$ cat src/rtl/data_mem_ctrl.sv
// Load/store sequencer for the big-endian, word-wide DataMemory.
// Issues one-cycle strobes, does read-modify-write for sub-word stores and rejects bad accesses.
module data_mem_ctrl #(
    parameter int MEM_BYTES = 2048
) (
    input  logic        clk,
    input  logic        rst,
    input  logic        req_valid,
    input  logic        req_write,
    input  logic [1:0]  req_size,
    input  logic        req_unsigned,
    input  logic [31:0] req_address,
    input  logic [31:0] req_wdata,
    output logic        req_ready,
    output logic        resp_valid,
    output logic [31:0] resp_data,
    output logic        resp_fault,
    output logic [31:0] mem_address,
    output logic [31:0] mem_write_data,
    output logic        mem_read,
    output logic        mem_write,
    input  logic [31:0] mem_data
);

    typedef enum logic [2:0] {IDLE, RD, CAP, WR, RESP} state_t;

    localparam logic [1:0] SZ_BYTE = 2'b00;
    localparam logic [1:0] SZ_HALF = 2'b01;
    localparam logic [1:0] SZ_WORD = 2'b10;

    state_t      state_reg, state_next;
    logic [1:0]  size_reg;
    logic        unsigned_reg;
    logic        write_reg;
    logic [1:0]  off_reg;
    logic [15:0] wdata_reg;

    logic        req_ready_reg, req_ready_next;
    logic        resp_valid_reg, resp_valid_next;
    logic [31:0] resp_data_reg, resp_data_next;
    logic        resp_fault_reg, resp_fault_next;
    logic [31:0] mem_address_reg, mem_address_next;
    logic [31:0] mem_write_data_reg, mem_write_data_next;
    logic        mem_read_reg, mem_read_next;
    logic        mem_write_reg, mem_write_next;

    logic        accept;
    logic        req_fault;
    logic [7:0]  lane_bytes [4];
    logic [7:0]  sel_byte;
    logic [15:0] sel_half;
    logic [31:0] load_value;
    logic [31:0] merged_word;

    assign accept = req_valid && req_ready_reg;

    always_comb begin
        req_fault = 1'b0;
        case (req_size)
            SZ_BYTE: req_fault = 1'b0;
            SZ_HALF: req_fault = req_address[0];
            SZ_WORD: req_fault = |req_address[1:0];
            default: req_fault = 1'b1;
        endcase
        if (req_address >= 32'(MEM_BYTES)) begin
            req_fault = 1'b1;
        end
    end

    // Lane k sits at bits [31-8k -: 8]; half-word lanes pair as (0,1) and (2,3).
    genvar gi;
    generate
        for (gi = 0; gi < 4; gi++) begin : g_lane
            localparam logic [1:0] LANE = 2'(gi);
            logic       lane_hit;
            logic [7:0] lane_new;

            assign lane_bytes[gi] = mem_data[31-8*gi -: 8];
            assign lane_hit = ((size_reg == SZ_BYTE) && (off_reg == LANE)) ||
                              ((size_reg == SZ_HALF) && (off_reg[1] == LANE[1]));
            assign lane_new = ((size_reg == SZ_HALF) && !LANE[0]) ? wdata_reg[15:8]
                                                                 : wdata_reg[7:0];
            assign merged_word[31-8*gi -: 8] = lane_hit ? lane_new : lane_bytes[gi];
        end
    endgenerate

    always_comb begin
        sel_byte = lane_bytes[off_reg];
        sel_half = off_reg[1] ? mem_data[15:0] : mem_data[31:16];
        case (size_reg)
            SZ_BYTE: load_value = unsigned_reg ? {24'd0, sel_byte}
                                               : {{24{sel_byte[7]}}, sel_byte};
            SZ_HALF: load_value = unsigned_reg ? {16'd0, sel_half}
                                               : {{16{sel_half[15]}}, sel_half};
            default: load_value = mem_data;
        endcase
    end

    always_ff @(posedge clk or posedge rst) begin
        if (rst) begin
            state_reg          <= IDLE;
            req_ready_reg      <= 1'b1;
            resp_valid_reg     <= 1'b0;
            resp_data_reg      <= 32'd0;
            resp_fault_reg     <= 1'b0;
            mem_address_reg    <= 32'd0;
            mem_write_data_reg <= 32'd0;
            mem_read_reg       <= 1'b0;
            mem_write_reg      <= 1'b0;
        end else begin
            state_reg          <= state_next;
            req_ready_reg      <= req_ready_next;
            resp_valid_reg     <= resp_valid_next;
            resp_data_reg      <= resp_data_next;
            resp_fault_reg     <= resp_fault_next;
            mem_address_reg    <= mem_address_next;
            mem_write_data_reg <= mem_write_data_next;
            mem_read_reg       <= mem_read_next;
            mem_write_reg      <= mem_write_next;
        end
    end

    always_ff @(posedge clk or posedge rst) begin
        if (rst) begin
            size_reg     <= SZ_BYTE;
            unsigned_reg <= 1'b0;
            write_reg    <= 1'b0;
            off_reg      <= 2'd0;
            wdata_reg    <= 16'd0;
        end else if (accept) begin
            size_reg     <= req_size;
            unsigned_reg <= req_unsigned;
            write_reg    <= req_write;
            off_reg      <= req_address[1:0];
            wdata_reg    <= req_wdata[15:0];
        end
    end

    // Outputs are computed one cycle ahead so every port comes straight from a flop.
    always_comb begin
        state_next          = state_reg;
        req_ready_next      = 1'b0;
        resp_valid_next     = 1'b0;
        resp_data_next      = 32'd0;
        resp_fault_next     = 1'b0;
        mem_read_next       = 1'b0;
        mem_write_next      = 1'b0;
        mem_address_next    = mem_address_reg;
        mem_write_data_next = mem_write_data_reg;
        case (state_reg)
            IDLE: begin
                req_ready_next      = 1'b1;
                mem_address_next    = 32'd0;
                mem_write_data_next = 32'd0;
                if (accept) begin
                    req_ready_next = 1'b0;
                    if (req_fault) begin
                        state_next      = RESP;
                        resp_valid_next = 1'b1;
                        resp_fault_next = 1'b1;
                    end else if (req_write && (req_size == SZ_WORD)) begin
                        state_next          = WR;
                        mem_write_next      = 1'b1;
                        mem_address_next    = {req_address[31:2], 2'b00};
                        mem_write_data_next = req_wdata;
                    end else begin
                        state_next       = RD;
                        mem_read_next    = 1'b1;
                        mem_address_next = {req_address[31:2], 2'b00};
                    end
                end
            end
            RD: begin
                state_next = CAP;
            end
            CAP: begin
                if (write_reg) begin
                    state_next          = WR;
                    mem_write_next      = 1'b1;
                    mem_write_data_next = merged_word;
                end else begin
                    state_next      = RESP;
                    resp_valid_next = 1'b1;
                    resp_data_next  = load_value;
                end
            end
            WR: begin
                state_next      = RESP;
                resp_valid_next = 1'b1;
            end
            RESP: begin
                state_next          = IDLE;
                req_ready_next      = 1'b1;
                mem_address_next    = 32'd0;
                mem_write_data_next = 32'd0;
            end
            default: begin
                state_next          = IDLE;
                req_ready_next      = 1'b1;
                mem_address_next    = 32'd0;
                mem_write_data_next = 32'd0;
            end
        endcase
    end

    assign req_ready      = req_ready_reg;
    assign resp_valid     = resp_valid_reg;
    assign resp_data      = resp_data_reg;
    assign resp_fault     = resp_fault_reg;
    assign mem_address    = mem_address_reg;
    assign mem_write_data = mem_write_data_reg;
    assign mem_read       = mem_read_reg;
    assign mem_write      = mem_write_reg;

endmodule

$ cat config.mk
export PLATFORM = sky130hd
export DESIGN_NAME = data_mem_ctrl
export DESIGN_NICKNAME = d
export VERILOG_FILES = /design/src/rtl/data_mem_ctrl.sv
export SDC_FILE = /design/constraint.sdc
export NUM_CORES = 1
export LEC_CHECK = 0
export BUFFER_PORTS_ARGS = -buffer_cell sky130_fd_sc_hd__buf_2
export CAP_MARGIN = 20
export CORE_MARGIN = 1
export CORE_UTILIZATION = 45
export CTS_BUF_LIST = sky130_fd_sc_hd__clkbuf_16
export DETAILED_ROUTE_END_ITERATION = 10
export GPL_TIMING_DRIVEN = 0
export PLACE_DENSITY = 0.76
export SLEW_MARGIN = 5
export SYNTH_ARGS = -nofsm -noshare
export SYNTH_HDL_FRONTEND = slang
export SYNTH_SLANG_ARGS = --single-unit
$ cat constraint.sdc
create_clock -name clk -period 3.6 [get_ports clk]
set_input_delay 0.36 -clock clk [delete_from_list [all_inputs] [get_ports clk]]
set_output_delay 0.36 -clock clk [all_outputs]
set_load 0.02 [all_outputs]
After elaboration in Yosys (flattened, before gate mapping)
Index checks and enable logic that the tools add are counted.
{"block": "op_classes", "n_lt_le_gt_ge": 2, "n_eq_ne": 11, "muxes": 45, "n_bitwise": 3, "n_reduce_logical": 20}
{"operator": "32-bit 2-to-1 mux", "count": 10}
{"operator": "32-bit one-hot mux with 2 select lines", "count": 2}
{"operator": "32-bit one-hot mux with 3 select lines", "count": 1}
{"operator": "8-bit 2-to-1 mux", "count": 7}
{"operator": "32-bit by 12-bit >= comparator with 1-bit output (second input constant)", "count": 1}
{"operator": "8-bit binary-select mux with 2-bit select", "count": 1}
{"operator": "16-bit 2-to-1 mux", "count": 1}
{"operator": "1-bit 2-to-1 mux", "count": 14}
{"operator": "3-bit one-hot mux with 4 select lines", "count": 1}
{"operator": "3-bit 2-to-1 mux", "count": 3}
{"operator": "1-bit logical AND", "count": 8}
{"operator": "2-bit by 1-bit equality test with 1-bit output (second input constant)", "count": 3}
{"operator": "2-bit equality test (second input constant)", "count": 3}
{"operator": "3-bit by 2-bit equality test with 1-bit output (second input constant)", "count": 2}
{"operator": "2-bit logical NOT", "count": 3}
{"operator": "1-bit one-hot mux with 3 select lines", "count": 2}
{"operator": "1-bit logical OR", "count": 4}
{"operator": "2-bit inequality test (second input constant)", "count": 2}
{"operator": "1-bit one-hot mux with 2 select lines", "count": 2}
{"operator": "2-bit OR reduction", "count": 2}
{"operator": "3-bit by 1-bit equality test with 1-bit output (second input constant)", "count": 1}
{"operator": "3-bit >= comparator (second input constant)", "count": 1}
{"operator": "3-bit logical NOT", "count": 1}
{"operator": "2-bit NOT with 3-bit output", "count": 1}
{"operator": "4 further kinds", "count": 5}
{"block": "word_totals", "regBits": 126, "input_bits": 103, "output_inout_bits": 101}

Longest topological paths before layout
{"block": "logic_depth", "ltp_word": 8, "depth_mapped": 7, "ltp_nobuf": 4}

Least setup slack after synthesis
No wires, ideal clock.
{"block": "synth_path", "path_kind": "reg-to-reg", "startpoint": "register req_ready_reg, in the netlist req_ready", "endpoint": "register mem_write_data_reg[0], in the netlist mem_write_data[0]", "setup_time_ps": 87, "t_arrival_ps": 1686, "setup_slack_ps": 1827, "path_stages_with_launch": 7, "period_less_slack_ps": 1773, "path_cell_list": "dfstp_2 > clkbuf_1 > and2_1 > clkbuf_1 > clkbuf_1 > nand2_1 > o211ai_1"}
{"block": "synth_between", "elab_chain_cells": 3}
{"element": "start: declaration", "line": "38", "rtl": "logic req_ready_reg, req_ready_next;"}
{"element": "start signal: assignment", "line": "112", "rtl": "req_ready_reg <= req_ready_next;"}
{"element": "1-bit logical AND", "line": "55", "rtl": "assign accept = req_valid && req_ready_reg;"}
{"element": "32-bit 2-to-1 mux", "line": "155", "rtl": "if (accept) begin"}
{"element": "32-bit one-hot mux with 3 select lines", "line": "150", "rtl": "case (state_reg)"}
{"element": "end signal: assignment", "line": "117", "rtl": "mem_write_data_reg <= mem_write_data_next;"}
{"element": "end: declaration", "line": "43", "rtl": "logic [31:0] mem_write_data_reg, mem_write_data_next;"}
No other way between the ends.
A chain may end at the register's enable or synchronous reset.

Worst setup path after layout
{"block": "layout_path", "startpoint": "register req_ready_reg, in the netlist req_ready", "endpoint": "register mem_write_data_reg[7], in the netlist mem_write_data[7]"}
Same word-level chain as after synthesis.

==> results_dict.tcl <==
set metrics [dict create \
    initial_utilization_pct 46.1 \
    rr_startpoint "req_ready$_DFF_PP1_" \
    route.met3.wl_mm 1.14 \
    yosysSeqAreaShare_pct 53.3 \
    synth_area_per_cell_um2 10.0 \
    grt_usage_pct 27.7 \
    reg2reg_depth 6 \
    synthArstFlopShare_pct 100 \
    num_antenna_cells 0 \
    path_common_cell "clkbuf_1" \
    synth-seq-cells 124 \
    grt_max_degree 36 \
    setup.worst_path.start "req_ready$_DFF_PP1_" \
    report.power.total_mw 3.80 \
    crit_path_end_kind "flop" \
    synthesis.instances 582 \
    root_buffer "clkbuf_16" \
    ctsHtreeMaxLevel 4 \
    crit_end "mem_write_data[7]$_DFFE_PP0P_" \
    cpLargestDelayFamily "buffers and inverters" \
    synth.top_cell.area_share_pct 52.9 \
    cts_resized 0 \
    synth-edff-count 0 \
    grt_setup_unrepaired "false" \
    crit_required_ns 3.93 \
    cp.depth 6 \
    slew_headroom_pct 28.7 \
    leakagePower_nw 4.00 \
    synth_area_leaders "dfrtp_1 (53%), nand2_1 (3.7%), o21ai_0 (3.1%), a21o_1 (3.1%), and2_1 (2.6%)" \
    skew_ns 0.0102 \
    synth_flop_cell "dfrtp_1" \
    top_layer "met4" \
    tns_ns 0 \
    r2r_slack_ns 1.37 \
    peakVddDrop_uv 317 \
    drc 0 \
    slowest_delay_ns 0.54 \
    gr-total-overflow 0 \
    portBuffers 200 \
    first_pass_iters 5 \
    cts_tree "built" \
    drt-met1-wl_mm 7.96 \
    gp_congestion 0.913 \
    post_drt_via_cell_ratio 5.65 \
    synth_warnings 0 \
    cts_setup_buffers 0 \
    ios 204 \
    r2r_end "mem_write_data[7]$_DFFE_PP0P_" \
    coreArea_um2 12600 \
    yosysUniqueCellTypes 49 \
    crit_path_top_delay_cell "dfstp_2" \
    drtIter0Drc 481 \
    antenna_found_initial 0 \
    worstPathCellList "clkbuf_1 > and2_1 > clkbuf_1 > clkbuf_1 > nand2_1 > o211ai_1" \
    cp.buffers_inverters 3 \
    worst_setup_path_start_kind "flop" \
    maxSlewViolCount 0 \
    drt.antenna.violating_nets 0 \
    worstPathMaxFanout 10 \
    routed_wl_mm 18.3 \
    cp.arrival_ns 2.57 \
    path_clk_slew_ns 0.06 \
    wl_met2_mm 8.75 \
    hold_viol 0 \
    finalSetupViolCount 0 \
    yosysMostFrequentCell "dfrtp_1" \
    syn_area_um2 5820 \
    p_per_area_nw_per_um2 493 \
    clkLatencyLatePin_ns 0.42 \
    hold_class "in2async" \
    rows 41 \
    grt_pass1_wl_mm 27.9 \
    utilization_pct 61.2 \
    dp_hpwl_mm 14.0 \
    path_class "reg2reg" \
    max_freq_mhz 448 \
    routedWlPerCell_um 18.5 \
    die-height_um 116 \
    grt_pass1_vias 5398 \
    fin_nets 908 \
    fin_crit_ns 2.23 \
    synth_common_cells "dfrtp_1 (123), nand2_1 (57), clkbuf_1 (36), o21ai_0 (36), nor3_1 (27)" \
    fp.dieW_um 116 \
    cts_made_buffers 17 \
    cap_violations 0 \
    syn_to_final_growth_pct 32.7 \
    status "finished, final reports clean" \
    clock_sinks 124 \
    num_vias 5589 \
    min_period_over_period_pct 62.0 \
    worstMarginPinSlew_ns 1.06 \
    clk_path_buf_depth 2 \
    die_area_um2 13400 \
    cts_hold_buf 0 \
    drive_above_1_share_pct 32.4 \
    synth_top_cell_by_area "dfrtp_1" \
]
[cell usage in the layout (no fill, tap or decap), types with 5 or more instances in the layout]
master and count:
and4_2 8, o2bb2ai_1 7, nand2_1 57, clkbuf_16 17
a32o_1 9, nor3_1 27, o21ai_0 36, a222oi_1 7
o2111ai_1 16, dfrtp_1 123, a32oi_1 16, nand3b_1 10
inv_1 27, o211ai_1 8, nand2b_1 5, a22oi_1 7
and2_1 24, buf_2 210, a21o_1 24, nor2_1 25
clkbuf_1 36, nand3_1 24, o31ai_1 10, a211o_1 9
a21oi_1 20
[area by class of cell]
cell class,count,area [um2]
Buffer,54,245
Clock buffer,17,425
Tap cell,172,215
Inverter,24,93.8
Fill cell,1095,4900
Timing Repair Buffer,203,1070
Multi-Input combinational cell,381,2390
Clock inverter,15,185
Sequential cell,124,3100
[worst reg2reg max path, delay by kind of cell, from the launching register on]
family / cells / cell delay [ns]
AO/OA/AOI/OAI: 1 / 0.20
flip-flops: 1 / 0.54
AND/OR/NAND/NOR: 2 / 0.39
buffers and inverters: 3 / 1.02
[layer usage]
metal | vias to the layer above | track usage (%)
met2 | 256 | 45.0
met1 | 2720 | 36.6
met4 | 0 | 10.5
met5 | - | 0
li1 | 2575 | -
met3 | 38 | 5.81
[power by group]
part | switching (mW) | leakage (nW) | internal (mW)
clock network | 0.617 | 0.305 | 1.14
logic | 0.378 | 2.01 | 0.192
registers | 0.0353 | 1.69 | 1.44
[logic make-up (layout without fill, tap and decap cells)]
| family | Yosys count | count (layout) | share of synthesized area, % |
|---|---|---|---|
| and+or+nand+nor | 198 | 198 | 18.0 |
| AOI/OAI and AO/OA | 177 | 177 | 22.1 |
| DFF | 124 | 124 | 53.3 |
| buffers and inverters | 78 | 313 | 5.76 |
| muxes | 4 | 4 | 0.731 |
| other | 1 | 2 | 0.0644 |
[worst min-delay path by stage]
stage,start,endpoint
after floorplan,wdata_reg[10]$_DFFE_PP0P_,wdata_reg[10]$_DFFE_PP0P_
after global placement,mem_address[23]$_DFFE_PP0P_,mem_address[23]$_DFFE_PP0P_
after detailed placement,mem_address[28]$_DFFE_PP0P_,mem_address[28]$_DFFE_PP0P_
after CTS,rst,mem_address[5]$_DFFE_PP0P_
after global routing,rst,mem_address[6]$_DFFE_PP0P_
final,rst,mem_address[4]$_DFFE_PP0P_
[per-stage QoR]
step	hold WS, ns	cells	worst slack (ns)	cell area, um2
CTS	0.0827	990	1.37	7720
detailed placement	0.466	958	1.40	7110
global route	0.127	990	1.21	7720
finish	0.0698	990	1.37	7720
floorplan	0.446	583	1.72	5830
global placement	0.464	955	1.08	7050
No activity file was read; power rests on OpenSTA's default activity.
